File: config.mk
export PLATFORM = sky130hd
export DESIGN_NAME = updn_mod_counter
export DESIGN_NICKNAME = d
export VERILOG_FILES = /design/src/rtl/updn_cnt_pkg.sv /design/src/rtl/updn_mod_counter.sv
export SDC_FILE = /design/constraint.sdc
export NUM_CORES = 1
export LEC_CHECK = 0
export ABC_CLOCK_PERIOD_IN_PS = 2800
export BUFFER_PORTS_ARGS = -buffer_cell sky130_fd_sc_hd__buf_2
export CAP_MARGIN = 0
export CORE_MARGIN = 3
export CORE_UTILIZATION = 47
export CTS_CLUSTER_SIZE = 30
export DETAILED_ROUTE_END_ITERATION = 8
export PLACE_DENSITY = 0.76
export SLEW_MARGIN = 20
export SYNTH_ARGS = -nofsm -noshare
export SYNTH_HDL_FRONTEND = slang
export SYNTH_SLANG_ARGS = --single-unit
File: constraint.sdc
create_clock -name clk -period 2.8 [get_ports clk]
set_input_delay 0.14 -clock clk [delete_from_list [all_inputs] [get_ports clk]]
set_output_delay 0.14 -clock clk [all_outputs]
set_load 0.02 [all_outputs]
File: src/rtl/updn_cnt_pkg.sv
// rtl/updn_cnt_pkg.sv - shared constants for the up/down modulo counter
//
// Purpose: mode encodings and the default counter width used by
//          updn_mod_counter and anything that drives its mode input.
package updn_cnt_pkg;

  localparam int DEFAULT_WIDTH = 4;

  typedef enum logic {
    MODE_WRAP = 1'b0,
    MODE_SAT  = 1'b1
  } cnt_mode_e;

endpackage

File: src/rtl/updn_mod_counter.sv
// rtl/updn_mod_counter.sv - up/down modulo counter with wrap/saturate modes
//
// Purpose: WIDTH-bit counter over 0..MAX with a per-cycle step, wrap or
//          saturate behaviour, parallel load and a terminal-count pulse.
// Macro:   UPDN_CNT_OVF_STICKY_EN enables the sticky overflow flag; without
//          it ovf_sticky reads 0 and ovf_clr is ignored.
// Ports:
//   clk        rising-edge clock
//   rst_n      synchronous active-low reset
//   en         count enable
//   updown     1 = up, 0 = down
//   step       magnitude added/subtracted per enabled cycle
//   mode       0 = wrap modulo MAX+1, 1 = saturate at 0/MAX
//   load       parallel load strobe (beats en)
//   load_val   value to load, clamped to MAX
//   ovf_clr    clears ovf_sticky
//   count      registered count
//   at_max     count == MAX
//   at_min     count == 0
//   tc         one-cycle pulse after an update that wrapped or clamped
//   ovf_sticky sticky record of any wrap/clamp
module updn_mod_counter
  import updn_cnt_pkg::*;
#(
  parameter int WIDTH = DEFAULT_WIDTH,
  parameter int MAX   = 2**WIDTH - 1
) (
  input  logic             clk,
  input  logic             rst_n,
  input  logic             en,
  input  logic             updown,
  input  logic [WIDTH-1:0] step,
  input  logic             mode,
  input  logic             load,
  input  logic [WIDTH-1:0] load_val,
  input  logic             ovf_clr,
  output logic [WIDTH-1:0] count,
  output logic             at_max,
  output logic             at_min,
  output logic             tc,
  output logic             ovf_sticky
);

  // Arithmetic runs one bit wider so count+step and count+MOD never truncate;
  // the modulus itself needs that extra bit when MAX = 2**WIDTH-1.
  localparam logic [WIDTH:0]   MAX_W = (WIDTH+1)'(MAX);
  localparam logic [WIDTH:0]   MOD_W = (WIDTH+1)'(MAX + 1);
  localparam logic [WIDTH-1:0] MAX_C = WIDTH'(MAX);

  // Returns {event, next_count}; event marks a wrap or clamp.
  function automatic logic [WIDTH:0] next_count(
    input logic [WIDTH-1:0] cur,
    input logic [WIDTH-1:0] stp,
    input logic             up,
    input logic             md
  );
    logic [WIDTH:0] c;
    logic [WIDTH:0] s;
    logic [WIDTH:0] r;
    logic           evt;
    c   = {1'b0, cur};
    evt = 1'b0;
    // Oversized steps: reduced modulo in wrap mode, clamped in saturate mode.
    if (cnt_mode_e'(md) == MODE_WRAP) begin
      s = {1'b0, stp} % MOD_W;
    end else begin
      s = ({1'b0, stp} > MAX_W) ? MAX_W : {1'b0, stp};
    end
    if (up) begin
      r = c + s;
      if (r > MAX_W) begin
        evt = 1'b1;
        r   = (cnt_mode_e'(md) == MODE_WRAP) ? (r - MOD_W) : MAX_W;
      end
    end else begin
      if (s > c) begin
        evt = 1'b1;
        r   = (cnt_mode_e'(md) == MODE_WRAP) ? (c + MOD_W - s) : '0;
      end else begin
        r = c - s;
      end
    end
    return {evt, r[WIDTH-1:0]};
  endfunction

  logic [WIDTH:0]   nxt;
  logic [WIDTH-1:0] load_clamped;
  logic             tc_d;

  always_comb begin
    nxt          = next_count(count, step, updown, mode);
    load_clamped = (load_val > MAX_C) ? MAX_C : load_val;
    // Only an enabled, non-load, non-reset edge can produce an event.
    tc_d         = rst_n & ~load & en & nxt[WIDTH];
  end

  always_ff @(posedge clk) begin
    if (!rst_n) begin
      count <= '0;
    end else if (load) begin
      count <= load_clamped;
    end else if (en) begin
      count <= nxt[WIDTH-1:0];
    end
  end

  always_ff @(posedge clk) begin
    tc <= tc_d;
  end

`ifdef UPDN_CNT_OVF_STICKY_EN
  // Set follows the same edge that raises tc, so a set coincident with a
  // clear leaves the flag high.
  always_ff @(posedge clk) begin
    if (!rst_n) begin
      ovf_sticky <= 1'b0;
    end else if (tc_d) begin
      ovf_sticky <= 1'b1;
    end else if (ovf_clr) begin
      ovf_sticky <= 1'b0;
    end
  end
`else
  logic unused_ovf_clr;
  assign unused_ovf_clr = ovf_clr;
  assign ovf_sticky     = 1'b0;
`endif

  assign at_max = (count == MAX_C);
  assign at_min = (count == '0);

endmodule

==> summary.txt <==
Routing
  • Vias per std cell: around 5.5
  • Final WL: 1420 um
  • Total iterations of the first detailed-routing run: 4
  • Final ANT Viol Nets: 0
  • Vias post-DR: about 630
  • DR DRC count: 0
  • DR WL/cell: approximately 12 um
  • Initial drt markers: 11

Place
  • DP HPWL: approximately 1200 um
  • IO Port Bufs: 20
  • Gpl congestion: 0.8407

Finish
  • Nets: roughly 130
  • Commonest non-fill, non-tap cell in the layout: buf_2
  • Final Core Density: 63.40%
  • Register area: between 100 and 150 um^2
  • Syn-to-layout area delta: 19.25%
  • Ant. Diodes: 0
  • Area of the multi-input gates: about 470 um^2
  • # fillers: 120
  • Commonest cells after routing, fill and taps aside: buf_2 (20), inv_1 (9), ha_1 (8), nor2_1 (7)
  • Layout cells sized above 1: approximately a quarter

Synth
  • XOR/XNOR share of the synthesized area: about 2.8%
  • Synthesis warning total: 0
  • Adder-cell share of the synthesized area: approximately 22%
  • Avg Cell Area, Syn: approximately 8.0 um^2
  • Post-Synth Simple-Gate Area: about a fifth
  • Largest family of logic cells by synthesized area: compound AO/OA/AOI/OAI gates
  • Post-synth EDFFs: 0
  • Net Count, Synth: between 100 and 150
  • Primary FF master, synth: dfxtp_1
  • Synth Area in Compound Gates: about 28%
  • Yosys reg bits: 5
  • Mapped Cells: slightly below 80
  • Synth cell types: 37
  • Seq/Total Area, Yosys: ~16%
  • Asr flop ratio synth: 0%
  • Post-Syn Area: about 630 um^2
  • Mux cell area share after synthesis: 1.587%

Setup path
  • Worst endpoint data arrival time: around 2400 ps
  • Critical path class: register to register
  • Crit path max fanout: 5
  • Crit end category: register
  • Crit path required time: approximately 3000 ps
  • CP Launch Type: register
  • Reg-to-reg slack, setup: ~630 ps

Worst hold path
  • Worst Hold Class: input port to register

STA
  • Setup TNS: 0 ps
  • Slew Limit Fails: 0
  • Max frequency: 461.4 MHz
  • Clk_skew: about 3.2 ps
  • Final hold violations: 0
  • Final min period: 2168 ps
  • Tcrit/Tclk final: between 70% and 80%
  • # setup viols final: 0
  • RSZ-0062 raised after global routing: no

Die
  • Initial Utilization: between 50% and 60%
  • Die Wd: roughly 43 um
  • CORE AREA: 1186 um^2
  • Row cnt: 12
  • IO Pins: 23
  • Die height: 42.63 um
  • Die area: approximately 1800 um^2

Run
  • Max Cap Violations: 0

Clock network
  • CTS max path bufs: 2
  • # hold bufs at CTS: 0
  • Number of H-tree levels: 1
  • CTS Sinks: 5
  • TritonCTS clock tree: built
  • Total CTS buffers: 3
  • Clk_lat worst skew: 240 ps
  • Buffer count from post-CTS setup fixing: 0
  • Clk root buf: clkbuf_4
  • PostCTS Resize Cnt: 0
  • Worst-path clk slew: roughly 40 ps

Global routing
  • Vias in the first global route: approximately 570
  • First-pass GRT wire length: around 2500 um
  • Grt total ovfl: 0
  • Largest net degree at the start of global routing: 10
  • Initial antenna violation count: 0
  • Total track usage: roughly 18%

Pwr
  • Internal power: roughly 190 uW
  • LEAKAGE: ~0.4 nW
  • Peak VDD IR: about 0.00033 V
  • Combinational power share: about 43%
  • Net Sw Power: between 100 and 150 uW
  • Clk pwr share: about 28%
  • Sequential cell fraction of total power: a little under 30%
  • Switching Fraction: between 30 and 40%
  • Power Density: roughly 400 nW/um^2
  • Tot Pwr: ~300 uW

Status
  • Outcome: complete, no violations
-- layer usage --
layer | track usage, % | vias up | wire, um
met1 | 24.81 | 291 | 701
met2 | 26.35 | 17 | 652
met3 | 5.150 | 0 | 66
met5 | 0 | - | 0
li1 | - | 323 | -
met4 | 5.590 | 0 | 0
-- cell usage after synthesis, types with 2 or more instances --
cell type / instances / area, um^2
a21oi_1: 5 / 25.02
nor2b_1: 2 / 12.51
a211o_1: 3 / 26.28
fa_1: 2 / 40.04
inv_1: 9 / 33.78
ha_1: 8 / 100.1
nor2_1: 7 / 26.28
nor3_1: 2 / 10.01
nand2_1: 4 / 15.01
nand2b_1: 2 / 12.51
o21ai_0: 5 / 25.02
dfxtp_1: 5 / 100.1
-- cell type report --
type / instances / share of cell area (%)
repair buffers: 20 / 13.31
inverters: 9 / 4.493
well taps: 14 / 2.329
clock buffers: 4 / 3.494
multi-input cells: 62 / 63.06
flip-flops and latches: 5 / 13.31
-- metrics by stage --
stage / std cells / setup slack (ps) / hold WS, ps / area [um^2]
floorplan: 79 / 669.8 / 274.7 / 630.6
global placement: 110 / 661.9 / 377.9 / 725.7
detailed placement: 110 / 623.5 / 375.9 / 725.7
CTS: 114 / 615.2 / 121.6 / 752.0
global route: 114 / 481.3 / 125.0 / 752.0
finish: 114 / 632.5 / 126.3 / 752.0
-- registers in the layout, summed over array words and instances (netlist names) --
register,cells
tc,1
count,4
-- power by group through the flow --
| stage | logic [mW] | clock network (mW) | registers [mW] |
|---|---|---|---|
| after floorplan | 0.0886 | 0 | 0.0918 |
| after global placement | 0.126 | 0 | 0.0874 |
| after detailed placement | 0.127 | 0 | 0.0876 |
| after CTS | 0.128 | 0.0873 | 0.0864 |
| after global routing | 0.144 | 0.0923 | 0.0876 |
| final | 0.128 | 0.0831 | 0.0864 |
-- logic make-up after synthesis --
group,after synthesis
AOI/OAI and AO/OA,24
and+or+nand+nor,24
buffers and inverters,12
adders and majority gates,10
DFF,5
xor gates and xnor gates,2
other,1
muxes,1
-- worst max-delay path, cell delays in order (launching register included) --
cell and delay (ps):
dfxtp_1 380, inv_1 80, ha_1 210, fa_1 420
nand2b_4 160, o2bb2ai_2 160, a211o_1 310, a311oi_1 260
a31o_1 130
-- final timing paths --
path	start	end	depth (start not counted)
worst min register to register	count[0]	count[0]	2
worst max-delay path	count[0]	count[1]	8
worst min-delay path	load_val[1]	count[1]	2
worst max register to register	count[0]	count[1]	8
No activity file was read; power rests on OpenSTA's default activity.
